==> src/rtl/mem_arb.sv <==
// mem_arb: two-port DRAM read-request arbiter between icache and dcache.
// Forwards at most one request per cycle through a registered output stage,
// tags it with its source in xid[2], caps outstanding requests per source,
// and routes 128-bit fill responses back to the originating cache.
//
// Ports:
//   clk, rst_n                      clock, async active-low reset
//   ic_mem_addr/xid/re, mem_ic_ready  icache request handshake
//   mem_ic_valid/xid/data             icache fill (registered pulse)
//   dc_mem_addr/xid/re, mem_dc_ready  dcache request handshake
//   mem_dc_valid/xid/data             dcache fill (registered pulse)
//   arb_mem_addr/xid/re, dram_arb_ready  DRAM request port
//   dram_arb_valid/xid/data           DRAM fill response
//   arb_err                           sticky: response with zero outstanding
//
// Build option: define MEM_ARB_IC_PRIO_EN for fixed icache priority with a
// starvation limit instead of round-robin.

module mem_arb #(
    parameter int MAX_OUTST    = 4,
    parameter int STARVE_LIMIT = 4
) (
    input  logic          clk,
    input  logic          rst_n,
    input  logic [26:4]   ic_mem_addr,
    input  logic [1:0]    ic_mem_xid,
    input  logic          ic_mem_re,
    output logic          mem_ic_ready,
    output logic          mem_ic_valid,
    output logic [1:0]    mem_ic_xid,
    output logic [127:0]  mem_ic_data,
    input  logic [26:4]   dc_mem_addr,
    input  logic [1:0]    dc_mem_xid,
    input  logic          dc_mem_re,
    output logic          mem_dc_ready,
    output logic          mem_dc_valid,
    output logic [1:0]    mem_dc_xid,
    output logic [127:0]  mem_dc_data,
    output logic [26:4]   arb_mem_addr,
    output logic [2:0]    arb_mem_xid,
    output logic          arb_mem_re,
    input  logic          dram_arb_ready,
    input  logic          dram_arb_valid,
    input  logic [2:0]    dram_arb_xid,
    input  logic [127:0]  dram_arb_data,
    output logic          arb_err
);

    localparam logic [2:0] MAX_C = 3'(MAX_OUTST);
    localparam int SW = $clog2(STARVE_LIMIT + 1);
    localparam logic [SW-1:0] STARVE_C = SW'(STARVE_LIMIT);

    logic          out_vld;
    logic [26:4]   out_addr;
    logic [2:0]    out_xid;
    logic [2:0]    ic_cnt;
    logic [2:0]    dc_cnt;
    logic          last_dc;
    logic [SW-1:0] starve;

    logic slot_free;
    logic ic_elig;
    logic dc_elig;
    logic tie_dc;
    logic gnt_ic;
    logic gnt_dc;
    logic rsp_ic;
    logic rsp_dc;

    // A bogus response (count already 0) must not swallow a real grant
    // made in the same cycle, hence 0 -> 1 in the both-active case.
    function automatic logic [2:0] cnt_next(
        input logic [2:0] c,
        input logic       inc,
        input logic       dec
    );
        logic [2:0] n;
        n = c;
        unique case ({inc, dec})
            2'b10:   n = c + 3'd1;
            2'b01:   n = (c == 3'd0) ? 3'd0 : c - 3'd1;
            2'b11:   n = (c == 3'd0) ? 3'd1 : c;
            default: n = c;
        endcase
        return n;
    endfunction

    always_comb begin
        slot_free = !out_vld || dram_arb_ready;
        // rst_n gating keeps the ready outputs low while reset is held.
        ic_elig   = rst_n && ic_mem_re && (ic_cnt < MAX_C) && slot_free;
        dc_elig   = rst_n && dc_mem_re && (dc_cnt < MAX_C) && slot_free;
`ifdef MEM_ARB_IC_PRIO_EN
        tie_dc    = (starve == STARVE_C);
`else
        tie_dc    = !last_dc;
`endif
        gnt_ic    = ic_elig && !(dc_elig && tie_dc);
        gnt_dc    = dc_elig && !gnt_ic;
        rsp_ic    = dram_arb_valid && !dram_arb_xid[2];
        rsp_dc    = dram_arb_valid && dram_arb_xid[2];
    end

    assign mem_ic_ready = gnt_ic;
    assign mem_dc_ready = gnt_dc;
    assign arb_mem_re   = out_vld;
    assign arb_mem_addr = out_addr;
    assign arb_mem_xid  = out_xid;

    always_ff @(posedge clk or negedge rst_n) begin
        if (!rst_n) begin
            out_vld      <= 1'b0;
            out_addr     <= '0;
            out_xid      <= '0;
            ic_cnt       <= '0;
            dc_cnt       <= '0;
            last_dc      <= 1'b1;
            starve       <= '0;
            arb_err      <= 1'b0;
            mem_ic_valid <= 1'b0;
            mem_ic_xid   <= '0;
            mem_ic_data  <= '0;
            mem_dc_valid <= 1'b0;
            mem_dc_xid   <= '0;
            mem_dc_data  <= '0;
        end else begin
            unique case (1'b1)
                gnt_ic: begin
                    out_vld  <= 1'b1;
                    out_addr <= ic_mem_addr;
                    out_xid  <= {1'b0, ic_mem_xid};
                end
                gnt_dc: begin
                    out_vld  <= 1'b1;
                    out_addr <= dc_mem_addr;
                    out_xid  <= {1'b1, dc_mem_xid};
                end
                default: begin
                    if (dram_arb_ready) out_vld <= 1'b0;
                end
            endcase

            if (gnt_ic)      last_dc <= 1'b0;
            else if (gnt_dc) last_dc <= 1'b1;

            // Counts icache wins taken while dcache was also eligible.
            if (gnt_dc || !dc_mem_re)
                starve <= '0;
            else if (gnt_ic && dc_elig && starve != STARVE_C)
                starve <= starve + 1'b1;

            ic_cnt <= cnt_next(ic_cnt, gnt_ic, rsp_ic);
            dc_cnt <= cnt_next(dc_cnt, gnt_dc, rsp_dc);

            if ((rsp_ic && ic_cnt == 3'd0) || (rsp_dc && dc_cnt == 3'd0))
                arb_err <= 1'b1;

            mem_ic_valid <= rsp_ic;
            mem_dc_valid <= rsp_dc;
            if (rsp_ic) begin
                mem_ic_xid  <= dram_arb_xid[1:0];
                mem_ic_data <= dram_arb_data;
            end
            if (rsp_dc) begin
                mem_dc_xid  <= dram_arb_xid[1:0];
                mem_dc_data <= dram_arb_data;
            end
        end
    end

endmodule

==> config.mk <==
export PLATFORM = sky130hd
export DESIGN_NAME = mem_arb
export DESIGN_NICKNAME = d
export VERILOG_FILES = /design/src/rtl/mem_arb.sv
export SDC_FILE = /design/constraint.sdc
export NUM_CORES = 1
export LEC_CHECK = 0
export CORE_AREA = 2 2 187 189
export CTS_CLUSTER_SIZE = 8
export DETAILED_ROUTE_END_ITERATION = 12
export DIE_AREA = 0 0 189 191
export GPL_TIMING_DRIVEN = 0
export MAX_ROUTING_LAYER = met4
export PLACE_DENSITY_LB_ADDON = 0.3
export SYNTH_ARGS = -nofsm -noshare
export SYNTH_HDL_FRONTEND = slang
export SYNTH_SLANG_ARGS = --single-unit
==> constraint.sdc <==
create_clock -name clk -period 2.1 [get_ports clk]
set_clock_uncertainty 0.2 [all_clocks]
set_input_delay 0.21 -clock clk [delete_from_list [all_inputs] [get_ports clk]]
set_output_delay 0.21 -clock clk [all_outputs]
set_load 0.01 [all_outputs]
[Word-level counts from Yosys, hierarchy flattened]
Cells that the tools add are included.
Cells by class
  magnitude comparators: 2
  div/mod/pow operators: 0
  reduce and logical (&&, ||, !) cells: 29
  multipliers: 0
  shift operators: 0
  add/sub/neg operators: 4
  bitwise gates (word level): 0
  equal/unequal tests: 8
  multiplexer cells: 12
Operator list (count)
  $pmux 23 s2: 1
  $pmux 3 s3: 2
  $logic_and 1x1->1: 13
  $mux 3: 4
  $eq 2x2->1 const B: 4
  $add 3x1->3 const B: 2
  $logic_not 3->1: 2
  $lt 3x3->1 const B: 2
  $pmux 3 s2: 1
  $reduce_bool 3->1: 2
  $sub 3x1->3 const B: 2
  $logic_not 1->1: 5
  $eq 2x1->1 const B: 2
  $mux 1: 4
  $ne 2x2->1 const B: 2
  $reduce_and 2->1: 2
  $reduce_bool 2->1: 2
  $logic_or 1x1->1: 2
  $reduce_or 2->1: 1
Word-level totals
  register bits after elaboration: 297
  bits in latches: 0
  memory bits (writable): 0
  memories kept: 0
  input bits: 187
  output and inout port bits: 292
  ROM bits: 0

[Logic depth before layout (Yosys ltp)]
Gate-level depths: netlist (run 1).
  word-level depth: 11
  gate-level depth with buffers: 7

[Least setup slack after synthesis (run 1)]
OpenSTA, ideal clock, no wires.
  path kind: reg2reg
  from: register last_dc
  to: register dc_cnt[1]
  period minus slack after synthesis: 1.681 ns
  library setup time: 0.126 ns
  stages on the path, launching flop included: 6
  buffers on the path: 0
  slack: 0.419 ns
  required time: 1.774 ns
  data arrival time: 1.355 ns
  cells stage by stage: dfstp_2 -> nand3b_1 -> nand4_4 -> clkinv_4 -> mux2i_1 -> a221o_1
On the way
  longest elaborated chain between the ends: 9
  elaborated cells on any way between the ends: 13
  classes of those cells: 4 x eq/ne; 1 x mux; 8 x reduce/logical
Ends and longest elaborated chain
  from (decl): RTL line 58  | logic last_dc;
  from (signal assigned): RTL line 117  | last_dc <= 1'b1;
  from (signal assigned): RTL line 143  | if (gnt_ic) last_dc <= 1'b0;
  from (signal assigned): RTL line 144  | else if (gnt_dc) last_dc <= 1'b1;
  $logic_not 1->1 (*): RTL line 96  | tie_dc = !last_dc;
  $logic_and 1x1->1 (*): RTL line 98  | gnt_ic = ic_elig && !(dc_elig && tie_dc);
  $logic_not 1->1 (*): RTL line 98
  $logic_and 1x1->1 (*): RTL line 98
  $logic_not 1->1 (*): RTL line 99  | gnt_dc = dc_elig && !gnt_ic;
  $logic_and 1x1->1 (*): RTL line 99
  via mem_dc_ready: RTL line 35  | output logic mem_dc_ready,
  $eq 2x2->1 / $eq 2x1->1 (equally long branches): RTL line 79  | unique case ({inc, dec})
  $ne 2x2->1 (no source line) / $reduce_bool 3->1 (equally long branches)
  $reduce_and 2->1 (no source line)
  to (signal assigned): RTL line 153  | dc_cnt <= cnt_next(dc_cnt, gnt_dc, rsp_dc);
  to (decl): RTL line 57  | logic [2:0] dc_cnt;
Mark *: on every way through the listed nets, which the timed path passes. The rest lies on a longest branch.
A chain may end at the register's enable or synchronous reset.

[Worst setup path in the final report (run 1)]
  from: register dc_cnt[2]
  to: output mem_ic_ready
On the way
  longest elaborated chain between the ends: 6
Ends and longest elaborated chain
  $lt 3x3->1: RTL line 92  | dc_elig = rst_n && dc_mem_re && (dc_cnt < MAX_C) && slot_free;
  $logic_and 1x1->1 (2 in series): RTL line 92
  $logic_and 1x1->1: RTL line 98
  $logic_not 1->1: RTL line 98
  $logic_and 1x1->1: RTL line 98
  to (decl): RTL line 28  | output logic mem_ic_ready,
Every way passes these cells.

==> results_dict.tcl, run 1 <==
set metrics [dict create \
    status "complete, but fails checks" \
    violations "hold timing" \
    syn_inst 1276 \
    core_area_sq_um 34100 \
    area_growth_pct 59.0 \
    r2r-end "arb_mem_addr[16]$_DFFE_PN0P_" \
    die-area_sq_um 36100 \
    clock_sinks 297 \
    io-pin-count 479 \
    numCtsBuffers 43 \
    cts_tree "built" \
    layout.nets 2004 \
    clockBufferDepth 3 \
    met3_usage 0.0606 \
    busiest_layer "met2" \
    io_buffers 478 \
    ir_drop_uv 633 \
    hold_slack_ns -0.577 \
    timing.rr.start "last_dc$_DFFE_PN1P_" \
    critPathKind "reg2out" \
    avgSynthCellArea_sq_um 8.95 \
    placed_area_sq_um 16800 \
    ys_warn_count 0 \
    worst-path-max-fanout 4 \
    grt_max_degree 113 \
    slew_headroom 0.527 \
    clock.fmax_mhz 505 \
    wire_per_inst_um 17.4 \
    drv_cap 0 \
    crit_start "dc_cnt[2]$_DFFE_PN0P_" \
    n_antenna_cell 0 \
    finalWirelength_um 39700 \
    antenna_found_initial 0 \
    ys_seq_elements 297 \
    grt_overflow 0 \
    clk_latency_ns 0.52 \
    use_met1 0.266 \
    fp.dieW_um 189 \
    hpwl_um 28900 \
    worst_setup_path_end_kind "output port" \
    grtUsageMet2 0.359 \
    rrSetupSlack_ns 0.18 \
    setup_viol 0 \
    ant_nets 0 \
    hp-class "in2async" \
    synth.cell_area_sq_um 11400 \
    hold_viol 281 \
    drt-pass1-iter-count 4 \
    postLayoutCellArea_sq_um 18200 \
    grt_pass1_vias 10800 \
    htreeDepth 2 \
    final.period_utilization 0.942 \
    power_density_nw_per_um2 1000 \
    rsz0062_at_grt "no" \
    tightest_slew_ns 0.709 \
    yosysSeqAreaShare 0.651 \
    leakage_nw 8.92 \
    critPathRequiredTime_ns 1.69 \
    syn_nets 1469 \
    clock-root-buffer "clkbuf_16" \
    vias 10300 \
    drc_errors 0 \
    start_util 0.335 \
    finalMaxSlewViolations 0 \
    drtIter0Drc 462 \
    grt_usage 0.222 \
    gp_congestion 0.879 \
    drt-vias-per-instance 4.54 \
    fin_tns_setup_ns 0 \
    path_clk_slew_ns 0.05 \
    synth_cell_types 31 \
    crit_end "mem_ic_ready" \
    rows 68 \
    reg2reg_depth 6 \
    placedCellCount 2211 \
    die_y_um 191 \
    arrival_ns 1.57 \
    fin_cells 2277 \
    grt_pass1_wl_um 60700 \
    start_kind "flop" \
    fin_crit_ns 1.98 \
    drive_gt1_frac 0.0631 \
]
kinds of logic (layout without fill, tap and decap cells):
logic type | Yosys count | after routing | share of synthesized area
simple gates | 854 | 854 | 0.285
flops | 297 | 297 | 0.651
xor+xnor | 2 | 2 | 0.00153
compound gates | 38 | 38 | 0.0231
fa+ha+maj | 6 | 6 | 0.00657
buf+inv | 75 | 621 | 0.0292
mux | 4 | 4 | 0.00350
worst min-delay path by stage:
stage | startpoint | slack (ns) | endpoint | cells past startpoint
floorplan | rst_n | -0.29 | arb_err$_DFFE_PN0P_ | 0
global placement | arb_err$_DFFE_PN0P_ | 0.24 | arb_err$_DFFE_PN0P_ | 1
detailed placement | rst_n | 0.03 | mem_dc_data[13]$_DFFE_PN0P_ | 1
CTS | rst_n | -0.59 | mem_ic_data[10]$_DFFE_PN0P_ | 1
global route | rst_n | -0.56 | mem_ic_data[9]$_DFFE_PN0P_ | 1
finish | rst_n | -0.58 | mem_dc_data[15]$_DFFE_PN0P_ | 1
Yosys cell counts:
| cell | instances | area, sq um |
|---|---|---|
| nand4_4 | 1 | 21.3 |
| clkinv_4 | 1 | 8.76 |
| a221o_1 | 4 | 40.0 |
| nor2_1 | 52 | 195 |
| and3_1 | 1 | 6.26 |
| o211a_1 | 1 | 10.0 |
| o2111ai_2 | 1 | 15.0 |
| nand4_1 | 1 | 6.26 |
| nand2_1 | 787 | 2950 |
| nand3b_1 | 2 | 15.0 |
| inv_2 | 4 | 15.0 |
| buf_4 | 1 | 7.51 |
| a21o_1 | 1 | 7.51 |
| mux2i_1 | 4 | 40.0 |
| clkbuf_1 | 26 | 97.6 |
| o21a_1 | 2 | 15.0 |
| nor2b_2 | 1 | 8.76 |
| ha_1 | 6 | 75.1 |
| nand2b_1 | 4 | 25.0 |
| nor2b_1 | 1 | 6.26 |
| dfstp_2 | 1 | 26.3 |
| o22ai_1 | 25 | 156 |
| xnor2_1 | 2 | 17.5 |
| o21ai_1 | 2 | 10.0 |
| buf_2 | 35 | 175 |
| nor4_1 | 2 | 12.5 |
| o21ai_0 | 2 | 10.0 |
| inv_1 | 5 | 18.8 |
| dfrtp_1 | 296 | 7410 |
| nor3_1 | 2 | 10.0 |
| buf_1 | 3 | 11.3 |
cell usage in the layout (no fill, tap or decap), types with 4 or more instances in the layout:
master | netlist | routed
a221o_1 | 4 | 4
buf_2 | 35 | 37
buf_4 | 1 | 8
clkbuf_1 | 26 | 29
clkbuf_16 | 0 | 45
clkbuf_2 | 0 | 6
clkdlybuf4s50_1 | 0 | 475
dfrtp_1 | 296 | 294
ha_1 | 6 | 6
inv_1 | 5 | 5
inv_2 | 4 | 4
mux2i_1 | 4 | 4
nand2_1 | 787 | 787
nor2_1 | 52 | 52
o22ai_1 | 25 | 25
layout make-up:
class	instances	area [sq um]
repair buffers	490	4940
well taps	455	569
inverters	10	42.5
flip-flops and latches	297	7440
plain buffers	65	299
clock buffers	55	1170
fillers	3113	16000
multi-input cells	904	3670
clock inverters	1	30.0
power breakdown:
part           switching [mW]  total [mW]  internal (mW)
sequential              0.548        7.24           6.70
clock                    2.38        6.33           3.95
combinational            2.13        4.60           2.47
total                    5.06        18.2           13.1
repair_timing:
item                                   in CTS  in global routing
endpoints found under the hold margin     247                132
pin swaps                                   1                  2
hold buffers                                1                  1
setup buffers                               2                  5
setup endpoints to repair                  99                 33
resized for setup                          15                  9
gates cloned                                1                  0
worst max-delay path: stages, from the launching register on:
cell,delay (ns)
dfrtp_2,0.42
nand2b_1,0.16
o2111ai_2,0.24
inv_2,0.08
buf_2,0.15
routing by layer:
layer  vias to the layer above  wire, um
met5                         -         0
met4                         0      1590
met2                       403     18600
met3                        99      3330
met1                      4860     16100
li1                       4979         -
sequential cells by signal, summed over array words and instances, names as in the netlist:
| signal | count |
|---|---|
| arb_mem_xid | 3 |
| mem_ic_valid | 1 |
| mem_ic_xid | 2 |
| ic_cnt | 3 |
| dc_cnt | 3 |
| mem_dc_xid | 2 |
| last_dc | 1 |
| mem_ic_data | 128 |
| arb_err | 1 |
| arb_mem_addr | 23 |
| mem_dc_valid | 1 |
| arb_mem_re | 1 |
| mem_dc_data | 128 |
metrics by stage:
stage	setup WS, ns	power, mW	utilization
after CTS	0.00449	18.4	0.531
after global routing	0.00731	19.1	0.532
after detailed placement	-0.657	11.9	0.494
final	0.121	18.2	0.532
after global placement	-12.90	11.8	0.492
after floorplan	0.419	8.97	-
Note: power is estimated with default switching activity, not from simulation.
==> run 2, diff against run 1 <==
==> constraint.sdc (replaced) <==
create_clock -name clk -period 2.2 [get_ports clk]
set_clock_uncertainty 0.2 [all_clocks]
set_input_delay 0.22 -clock clk [delete_from_list [all_inputs] [get_ports clk]]
set_output_delay 0.22 -clock clk [all_outputs]
set_load 0.01 [all_outputs]
==> run 2 against run 1 <==
Compared with the run above: the run still ends with hold timing left; setup slack got worse by 0.011 ns; wire length shrank 0.32%; die area stayed put; design area down 0.12%; global-route usage is 0.053 points lower; non-clock buffer count down 4; first-iteration DRC count shrank 7.6%; clock power decreased by 4.4%; critical path depth stayed put; sequential power is 4.4% lower; largest power group unchanged; highest routed layer unchanged.
==> results_dict.tcl, run 2 (synthesized netlist as in run 1, its figures left out) <==
set metrics [dict create \
    layout.nets 2000 \
    hp-class "in2async" \
    grt_usage 0.222 \
    worst-path-max-fanout 4 \
    arrival_ns 1.67 \
    regArea_sq_um 7440 \
    clockBufferDepth 3 \
    critPathRequiredTime_ns 1.78 \
    worst_setup_path_end_kind "output port" \
    drc_errors 0 \
    clk_latency_ns 0.52 \
    violations "hold timing" \
    rsz0062_at_grt "no" \
    io-pin-count 479 \
    tightest_slew_ns 0.733 \
    vias 10400 \
    p_total_mw 17.3 \
    ir_drop_uv 603 \
    rows 68 \
    placed_area_sq_um 16800 \
    clock-root-buffer "clkbuf_16" \
    cts_tree "built" \
    postLayoutCellArea_sq_um 18100 \
    path_cells "nand3b_1 -> nand4_4 -> clkinv_4 -> clkdlybuf4s15_1" \
    drtIter0Drc 427 \
    finalMaxSlewViolations 0 \
    grt_max_degree 113 \
    crit_family "flip-flops" \
    htreeDepth 2 \
    crit_path_top_delay_cell "dfstp_2" \
    grt_pass1_vias 10700 \
    clock.fmax_mhz 478 \
    slowest_delay_ns 0.56 \
    hold_viol 235 \
    fp.dieW_um 189 \
    leakage_nw 8.89 \
    ant_nets 0 \
    clock_sinks 297 \
    critPathBufInv 2 \
    drt-vias-per-instance 4.56 \
    area_growth_pct 58.8 \
    wire_per_inst_um 17.4 \
    start_util 0.335 \
    gp_congestion 0.879 \
    die-area_sq_um 36100 \
    antenna_found_initial 0 \
    drive_gt1_frac 0.0605 \
    hold_slack_ns -0.575 \
    die_y_um 191 \
    fin_crit_ns 2.09 \
    setup_viol 0 \
    final_cell_mix "787 x nand2_1, 475 x clkdlybuf4s50_1, 294 x dfrtp_1" \
    path_clk_slew_ns 0.05 \
    start_kind "flop" \
    n_antenna_cell 0 \
    numCtsBuffers 43 \
    multi_input_area_sq_um 3670 \
    core_area_sq_um 34100 \
    hpwl_um 28900 \
    status "complete, but fails checks" \
    rrSetupSlack_ns 0.27 \
    drt-pass1-iter-count 5 \
    critPathKind "reg2out" \
    final.period_utilization 0.950 \
    grt_overflow 0 \
    io_buffers 478 \
    fill_cells 3118 \
    drv_cap 0 \
    finalWirelength_um 39500 \
    slew_headroom 0.511 \
    final_common_cell "nand2_1" \
    grt_pass1_wl_um 60500 \
    power_density_nw_per_um2 955 \
]
run 2: cell types whose count changed in the layout (fill, tap and decap cells not counted), sizes merged:
cell           change
clkdlybuf4s15      +2
dlygate4sd3        -1
buf                -5
run 2: layout make-up:
type | count | area share
Sequential cell | 297 | 0.410
Timing Repair Buffer | 486 | 0.271
Multi-Input combinational cell | 904 | 0.202
Clock buffer | 55 | 0.0647
Tap cell | 455 | 0.0314
Buffer | 65 | 0.0165
Inverter | 10 | 0.00234
Clock inverter | 1 | 0.00165
run 2: worst paths after layout:
path                                              from                            to  cells past startpoint
min reg2reg                mem_ic_data[98]$_DFFE_PN0P_   mem_ic_data[98]$_DFFE_PN0P_                      2
max in group asynchronous                        rst_n  mem_dc_data[125]$_DFFE_PN0P_                      3
max reg2reg                        last_dc$_DFFE_PN1P_  arb_mem_addr[16]$_DFFE_PN0P_                      6
min in group clk                     dram_arb_data[26]   mem_ic_data[26]$_DFFE_PN0P_                      3
min                                              rst_n    mem_ic_data[9]$_DFFE_PN0P_                      1
max                                last_dc$_DFFE_PN1P_                  mem_dc_ready                      4
run 2: metrics by stage:
step                      worst slack, ns   util  hold WS, ns   TNS, ns  instances
after floorplan                     0.519      -       -0.276         0       1276
after global placement             -12.81  0.492        0.240  -4304.44       2209
after detailed placement           -0.567  0.494       0.0439   -101.39       2211
after CTS                         0.00614  0.530       -0.576         0       2269
after global routing               0.0320  0.532       -0.550         0       2273
final                               0.110  0.532       -0.575         0       2273
run 2: repair_timing:
action / CTS / global route
setup buffers: 1 / 3
endpoints found under the setup margin: 14 / 85
endpoints found under the hold margin: 238 / 129
cloned: 1 / 0
pin swaps: 1 / 2
resized for setup: 9 / 14
run 2: routing by layer:
layer / vias up / track usage / wire length [um]
li1: 4967 / - / -
met1: 4891 / 0.265 / 16200
met2: 390 / 0.359 / 18600
met3: 107 / 0.0600 / 3110
met4: 0 / 0.0862 / 1590
met5: - / - / 0
run 2: report_power, final:
group	internal (mW)	switching [mW]	total, mW
registers	6.39	0.523	6.92
logic	2.34	2.03	4.37
clock network	3.77	2.28	6.05
